## config.mk

```make
export PLATFORM = sky130hd
export DESIGN_NAME = modulo_cursor_matriz
export DESIGN_NICKNAME = d
export VERILOG_FILES = /design/src/rtl/modulo_cursor_matriz.sv
export SDC_FILE = /design/constraint.sdc
export NUM_CORES = 1
export LEC_CHECK = 0
export CAP_MARGIN = 20
export CORE_MARGIN = 3
export CORE_UTILIZATION = 45
export CTS_CLUSTER_SIZE = 16
export DETAILED_ROUTE_END_ITERATION = 10
export GPL_TIMING_DRIVEN = 0
export SLEW_MARGIN = 20
export SYNTH_ARGS = -nofsm -noshare
export SYNTH_HDL_FRONTEND = slang
export SYNTH_SLANG_ARGS = --single-unit
```

## constraint.sdc

```tcl
create_clock -name clk -period 4.5 [get_ports clk]
set_input_delay 0.45 -clock clk [delete_from_list [all_inputs] [get_ports clk]]
set_output_delay 0.45 -clock clk [all_outputs]
set_load 0.01 [all_outputs]
```

## src/rtl/modulo_cursor_matriz.sv

```systemverilog
// modulo_cursor_matriz: cursor controller driving the demux column/row pair (mdc/mdl) from five push buttons.
// Ports: clk, rst (async, active-high); btn_up/down/left/right/ok (async, debounced);
//        mdc/mdl current cursor; move_pulse one cycle per cursor change;
//        sel_valid one-cycle confirm strobe with sel_col/sel_row held until the next confirm.
module modulo_cursor_matriz #(
  parameter int COL_MAX       = 4,
  parameter int ROW_MAX       = 4,
  parameter int HOLD_CYCLES   = 25_000_000,
  parameter int REPEAT_CYCLES = 5_000_000
) (
  input  logic       clk,
  input  logic       rst,
  input  logic       btn_up,
  input  logic       btn_down,
  input  logic       btn_left,
  input  logic       btn_right,
  input  logic       btn_ok,
  output logic [2:0] mdc,
  output logic [2:0] mdl,
  output logic       move_pulse,
  output logic       sel_valid,
  output logic [2:0] sel_col,
  output logic [2:0] sel_row
);
  localparam int CNT_MAX = HOLD_CYCLES > REPEAT_CYCLES ? HOLD_CYCLES : REPEAT_CYCLES;
  localparam int CW = $clog2(CNT_MAX);
  localparam logic [CW-1:0] HOLD_END = CW'(HOLD_CYCLES - 1);
  localparam logic [CW-1:0] REP_END = CW'(REPEAT_CYCLES - 1);
  localparam logic [2:0] CM = 3'(COL_MAX);
  localparam logic [2:0] RM = 3'(ROW_MAX);
  typedef enum logic [1:0] {IDLE, HOLD, REPEAT} state_t;
  state_t state_q, state_d;
  logic [4:0] btn, s1_q, s2_q, s3_q, rise;
  logic [3:0] dir_lvl;
  logic [1:0] dir_q, dir_d, mv_dir;
  logic [CW-1:0] cnt_q, cnt_d;
  logic [2:0] mdc_q, mdc_d, mdl_q, mdl_d, sel_col_q, sel_col_d, sel_row_q, sel_row_d;
  logic move_q, move_d, sel_valid_q, sel_valid_d, mv, ok_acc;
  // bit order: 0 up, 1 down, 2 left, 3 right, 4 ok; index order doubles as priority
  assign btn = {btn_ok, btn_right, btn_left, btn_down, btn_up};
  assign rise = s2_q & ~s3_q;
  assign dir_lvl = s2_q[3:0];
  always_comb begin
    state_d = state_q;
    dir_d = dir_q;
    cnt_d = cnt_q;
    mv = 1'b0;
    mv_dir = dir_q;
    ok_acc = 1'b0;
    case (state_q)
      IDLE: begin
        if (|rise[3:0]) begin
          mv_dir = rise[0] ? 2'd0 : rise[1] ? 2'd1 : rise[2] ? 2'd2 : 2'd3;
          dir_d = mv_dir;
          mv = 1'b1;
          cnt_d = '0;
          state_d = HOLD;
        end else begin
          ok_acc = rise[4];
        end
      end
      HOLD, REPEAT: begin
        // the move on the release edge still happens: decision uses the old s2
        if (!dir_lvl[dir_q]) begin
          state_d = IDLE;
        end else if (cnt_q == (state_q == HOLD ? HOLD_END : REP_END)) begin
          mv = 1'b1;
          cnt_d = '0;
          state_d = REPEAT;
        end else begin
          cnt_d = cnt_q + 1'b1;
        end
      end
      default: state_d = IDLE;
    endcase
    mdl_d = (mv && mv_dir == 2'd0) ? (mdl_q == 3'd0 ? RM : mdl_q - 3'd1) :
            (mv && mv_dir == 2'd1) ? (mdl_q >= RM ? 3'd0 : mdl_q + 3'd1) : mdl_q;
    mdc_d = (mv && mv_dir == 2'd2) ? (mdc_q == 3'd0 ? CM : mdc_q - 3'd1) :
            (mv && mv_dir == 2'd3) ? (mdc_q >= CM ? 3'd0 : mdc_q + 3'd1) : mdc_q;
    move_d = (mdc_d != mdc_q) || (mdl_d != mdl_q);
    sel_valid_d = ok_acc;
    sel_col_d = ok_acc ? mdc_q : sel_col_q;
    sel_row_d = ok_acc ? mdl_q : sel_row_q;
  end
  always_ff @(posedge clk or posedge rst) begin
    if (rst) begin
      s1_q <= '0;
      s2_q <= '0;
      s3_q <= '0;
      state_q <= IDLE;
      dir_q <= '0;
      cnt_q <= '0;
      mdc_q <= '0;
      mdl_q <= '0;
      move_q <= 1'b0;
      sel_valid_q <= 1'b0;
      sel_col_q <= '0;
      sel_row_q <= '0;
    end else begin
      s1_q <= btn;
      s2_q <= s1_q;
      s3_q <= s2_q;
      state_q <= state_d;
      dir_q <= dir_d;
      cnt_q <= cnt_d;
      mdc_q <= mdc_d;
      mdl_q <= mdl_d;
      move_q <= move_d;
      sel_valid_q <= sel_valid_d;
      sel_col_q <= sel_col_d;
      sel_row_q <= sel_row_d;
    end
  end
  assign mdc = mdc_q;
  assign mdl = mdl_q;
  assign move_pulse = move_q;
  assign sel_valid = sel_valid_q;
  assign sel_col = sel_col_q;
  assign sel_row = sel_row_q;
endmodule
```

==> impl_metrics.csv, run 1 <==
group,metric,value,unit
setup_path,cpPeakStageDelay,490,ps
clocking,htree_levels,3,
synth,async_reset_ff_share,100,%
detailed_routing,wirelength,6.58,mm
floorplanning,die_height,88.0,um
sta,final.setup.tns,0,ps
detailed_routing,final_antenna_net_count,0,
setup_path,cp_max_fo,10,
synth,yosysWarnings,0,
clocking,post_cts_resized,0,
place,place_ws,1920,ps
setup_path,cp.required,4760,ps
synth,synth_seq_cells,58,
setup_path,cp-start-kind,"register",
floorplanning,core_area,6420,um^2
layout,drive_above_1_share,9.42,%
synth,ys_seq_area_share,47.9,%
setup_path,critPathBufInv,4,
sta,slew_violations,0,
worst_hold_path,worstHoldPathType,"register to register",
pwr,report.power.total,1.94,mW
setup_path,cp_common_cell,"buf_2",
place,dp_hpwl,4.56,mm
sta,skew,8.11,ps
layout,final_common_cell,"dfrtp_1",
pwr,power_density,545,nW/um^2
detailed_routing,vias_per_cell,5.95,
pwr,swShare,36.9,%
clocking,postCtsSetupBuffers,0,
pwr,p_int,1.22,mW
detailed_routing,wl_per_cell,16.2,um
floorplanning,start_util,47.1,%
synth,syn-num-nets,312,
global_routing,grt_pass1_wl,11.3,mm
setup_path,arrival,2880,ps
global_routing,antenna_found_initial,0,
synth,yosysUniqueCellTypes,51,
sta,final_hold_viol_count,0,
detailed_routing,firstDrtPassIters,4,
setup_path,worst_r2r_path_depth,9,
global_routing,grt_max_degree,49,
sta,setup_ws,1880,ps
clocking,clk-insertion-delay-late,330,ps
global_routing,gr-total-overflow,0,
pwr,ir_worst_vdd,0.295,mV
pwr,switchingPower,0.716,mW
setup_path,cp.depth,9,
clocking,clock_sinks,58,
pwr,clockPowerShare,25.3,%
sta,worstMarginPinSlew,582,ps
detailed_routing,drc,0,
synth,synth.avg_cell_area,10.4,um^2
sta,finalSetupViolations,0,
clocking,clkTransAtPathRegs,70,ps
clocking,cts_made_buffers,9,
synth,synth_ff_type,"dfrtp_1",
sta,period_needed,2620,ps
layout,final_cell_mix,"58 x dfrtp_1, 22 x a21oi_1, 20 x clkdlybuf4s50_1",
status,status,"finished clean",
pwr,p_leak,1.46,nW
setup_path,path_class,"register to register",
clocking,tritoncts,"yes",
layout,syn_to_final_growth,17.5,%
detailed_routing,drt_iter0_markers,126,
setup_path,crit_path_end_kind,"register",
setup_path,cp_top_family,"buffers and inverters",
detailed_routing,route.vias.total,2416,
synth,synth_cells,292,
floorplanning,dieArea,7750,um^2
pwr,seq_power_share,35.1,%
clocking,holdBufCountCts,0,
sta,slew_headroom,60.8,%
floorplanning,io_pins,21,
worst_hold_path,hold_depth,0,
floorplanning,rows,29,
setup_path,crit_path_top_delay_cell,"mux2i_2",
floorplanning,die_w,88.0,um
global_routing,grt_usage,18.8,%
sta,rsz0062_at_grt,"no",
sta,period_share,58.2,%
synth,syn_area,3030,um^2
run,maxCapViolations,0,
setup_path,cp_cell_sequence,"inv_1 -> ha_1 -> clkbuf_1 -> mux2i_2 -> a211o_1 -> buf_2 -> buf_2 -> o31ai_1 -> a21oi_1",
synth,synth-edff-count,0,
clocking,cts_buffer_depth,2,
layout,n_antenna_cell,0,
place,port_buffers,20,
sta,max_freq,382,MHz
global_routing,grt_pass1_vias,2313,
layout,fin_nets,344,
clocking,cts-root-buf,"clkbuf_8",
pwr,pwr-share-comb,39.6,%
place,gp_congestion,0.838,
==> logic make-up (layout without fill, tap and decap cells) <==
family	Yosys count	count (layout)	synth area share [%]
compound gates	86	86	19.3
flops	58	58	47.9
fa+ha+maj	13	13	5.37
xor+xnor	7	7	2.02
mux	12	12	4.83
buf+inv	30	67	3.88
simple gates	86	86	16.7
==> synth_stat cells (all sizes together) (2+ instances only) <==
master   count  area share (%)
mux2         5             2.0
nand3       12             2.0
clkbuf       9             1.1
a211oi       6             1.5
a22o         2            0.58
o21ai       16             2.6
a221oi       3            0.87
inv         17             2.1
ha          13             5.4
a2111oi      3             1.1
xnor2        7             2.0
buf          4            0.66
nor2b        7             1.4
a21oi       22             3.6
a21o         4            0.99
a211o        3            0.87
nand2       19             2.4
nor2         5            0.62
nand4        8             1.7
or4         16             4.1
mux2i        6             2.1
dfrtp       58              48
o31ai       15             3.7
nor4         2            0.41
o211ai       2            0.50
nand3b       2            0.50
and4         3            0.87
a2bb2oi      2            0.58
and3         4            0.83
==> power groups by stage <==
stage               combinational, mW  sequential (mW)  clock (mW)
global route                    0.861            0.696       0.529
CTS                             0.770            0.681       0.504
floorplan                       0.502            0.699           0
detailed placement              0.767            0.691           0
finish                          0.767            0.680       0.489
global placement                0.752            0.689           0
==> sequential cells by signal, summed over array words and instances (netlist names) <==
register	count
sel_row	3
s1_q	5
state_q	2
cnt_q	25
move_pulse	1
s2_q	5
mdc	3
s3_q	5
mdl	3
dir_q	2
sel_valid	1
sel_col	3
==> final cells by class <==
type / count / area, um^2
Buffer: 13 / 53.8
Tap cell: 77 / 96.3
Timing Repair Buffer: 21 / 228
Fill cell: 576 / 2870
Clock buffer: 10 / 138
Inverter: 17 / 66.3
Multi-Input combinational cell: 204 / 1460
Sequential cell: 58 / 1450
Clock inverter: 6 / 65.1
==> path summary, 6_finish.rpt <==
check | startpoint | to | slack (ps)
worst max-delay path | state_q[0] | cnt_q[21] | 1880
worst min-delay path | s1_q[2] | s2_q[2] | 350
min in group asynchronous | rst | cnt_q[21] | 370
worst min register to register | s1_q[2] | s2_q[2] | 350
max in group asynchronous | rst | s1_q[3] | 3650
worst max register to register | state_q[0] | cnt_q[21] | 1880
==> per-stage QoR <==
step	cell area (um^2)	cells	hold slack [ps]	utilization (%)
floorplan	3030	292	331	-
global placement	3320	389	332	51.8
detailed placement	3350	390	335	52.2
CTS	3560	406	351	55.4
global route	3560	406	360	55.4
finish	3560	406	349	55.4
==> per-layer routing <==
metal	part of all wire, %	up-vias	track usage, %
met5	0	-	0
met2	44	57	27.1
met4	0.77	0	5.49
met3	4.8	5	4.52
met1	50	1181	28.1
li1	-	1173	-
No activity file was read; power rests on OpenSTA's default activity.
==> inputs of run 2 (changes only) <==
--- a/config.mk
+++ b/config.mk
@@ -11,6 +11,7 @@
 export CTS_CLUSTER_SIZE = 16
 export DETAILED_ROUTE_END_ITERATION = 10
 export GPL_TIMING_DRIVEN = 0
+export PLACE_DENSITY = 0.66
 export SLEW_MARGIN = 20
 export SYNTH_ARGS = -nofsm -noshare
 export SYNTH_HDL_FRONTEND = slang
==> constraint.sdc (replaced) <==
create_clock -name clk -period 2.37 [get_ports clk]
set_input_delay 0.237 -clock clk [delete_from_list [all_inputs] [get_ports clk]]
set_output_delay 0.237 -clock clk [all_outputs]
set_load 0.01 [all_outputs]
==> impl_metrics.csv, run 2 (synthesis results as in run 1) <==
group,metric,value,unit
status,status,"finished, violations left",
status,failed_checks,"setup timing",
sta,final_hold_viol_count,0,
layout,top_register,"cnt_q",
floorplanning,die_height,88.0,um
layout,fin_nets,354,
setup_path,cp_cell_sequence,"inv_2 -> ha_4 -> nor4_1 -> nand4_1 -> a2111o_1 -> a32o_2 -> mux2_4",
place,port_buffers,20,
place,dp_hpwl,4.50,mm
global_routing,grt_usage,18.7,%
global_routing,grt_max_degree,51,
setup_path,cp.required,2590,ps
layout,final_cell_mix,"58 x dfrtp_1, 21 x a21oi_1, 20 x clkdlybuf4s50_1",
floorplanning,core_area,6420,um^2
detailed_routing,drc,0,
setup_path,crit_path_top_delay_cell,"a2111o_1",
clocking,clock_sinks,58,
clocking,clkTransAtPathRegs,70,ps
layout,n_antenna_cell,0,
layout,drive_above_1_share,17.1,%
setup_path,critPathBufInv,1,
layout,largest_register_ffs,25,
detailed_routing,firstDrtPassIters,4,
setup_path,cp_top_family,"compound AO/OA/AOI/OAI gates",
floorplanning,die_w,88.0,um
setup_path,path_class,"register to register",
setup_path,timing.critical_path.from,"state_q[1]",
setup_path,cpPeakStageDelay,510,ps
clocking,clk-insertion-delay-late,340,ps
clocking,htree_levels,3,
floorplanning,rows,29,
sta,skew,8.40,ps
sta,final.setup.tns,-62.3,ps
global_routing,gr-total-overflow,0,
setup_path,arrival,2660,ps
floorplanning,io_pins,21,
sta,max_freq,411,MHz
pwr,power_density,1070,nW/um^2
sta,rsz0062_at_grt,"yes",
clocking,tritoncts,"yes",
detailed_routing,wirelength,6.81,mm
worst_hold_path,worstHoldPathType,"input port to async pin",
global_routing,antenna_found_initial,0,
sta,setup_ws,-62.3,ps
detailed_routing,drt_iter0_markers,181,
detailed_routing,final_antenna_net_count,0,
global_routing,grt_pass1_wl,11.3,mm
pwr,p_leak,1.56,nW
run,maxCapViolations,0,
sta,finalSetupViolations,1,
sta,hold_slack,144,ps
floorplanning,dieArea,7750,um^2
detailed_routing,route.vias.total,2486,
pwr,ir_worst_vdd,0.469,mV
global_routing,grt_pass1_vias,2378,
layout,final_common_cell,"dfrtp_1",
layout,fin_util,58.6,%
clocking,cts_buffer_depth,2,
layout,syn_to_final_growth,24.3,%
setup_path,crit_path_end_kind,"register",
floorplanning,start_util,47.1,%
clocking,cts_made_buffers,9,
setup_path,cp-start-kind,"register",
sta,period_share,103,%
sta,slew_headroom,59.9,%
sta,slew_violations,0,
place,gp_congestion,0.787,
detailed_routing,vias_per_cell,5.98,
detailed_routing,wl_per_cell,16.4,um
sta,worstMarginPinSlew,593,ps
clocking,cts-root-buf,"clkbuf_8",
setup_path,timing.rr.start,"state_q[1]",
setup_path,cp_max_fo,3,
layout,fin_area,3760,um^2
place,place_area,3350,um^2
sta,period_needed,2430,ps
## run 2: where the power goes
part	internal [mW]	leakage, nW	switching [mW]	total, mW
clock network	0.589	0.105	0.404	0.992
registers	1.15	0.752	0.149	1.30
logic	0.850	0.705	0.885	1.73
total	2.59	1.56	1.44	4.02
## run 2: metrics by stage
stage | setup WS [ps] | total power, mW | cells
after floorplan | 63.0 | 2.28 | 292
after global placement | -396 | 2.73 | 389
after detailed placement | -253 | 2.76 | 390
after CTS | -1.90 | 3.81 | 406
after global routing | -84.8 | 4.29 | 416
final | -62.3 | 4.02 | 416
## run 2: area by class of cell
type                            instances  area (um^2)
Fill cell                             576         2660
Clock buffer                            9          124
Multi-Input combinational cell        204         1550
Sequential cell                        58         1450
Clock inverter                          7         93.8
Inverter                               17         66.3
Timing Repair Buffer                   33          318
Buffer                                 11         63.8
Tap cell                               77         96.3
## run 2: path summary, 6_finish.rpt
kind | slack [ps] | depth (start not counted) | to
min | 140 | 2 | move_pulse
max | -60 | 7 | state_q[0]
min in group clk | 340 | 1 | s1_q[1]
min reg2reg | 340 | 0 | s2_q[0]
max in group asynchronous | 1750 | 3 | cnt_q[17]
max reg2reg | -60 | 7 | state_q[0]
## run 2: timing repair
item	CTS	global route
cloned	0	2
buffers inserted	1	9
hold buffers	0	0
endpoints found under the hold margin	0	0
gates resized for setup	7	26
setup endpoints to repair	30	39
pin swaps	1	5
## run 2: routing by layer
metal | up-vias | track usage [%] | wire [um]
li1 | 1188 | - | -
met1 | 1232 | 25.2 | 3250
met2 | 59 | 29.4 | 3200
met3 | 7 | 4.80 | 293
met4 | 0 | 6.87 | 68
met5 | - | 0 | 0
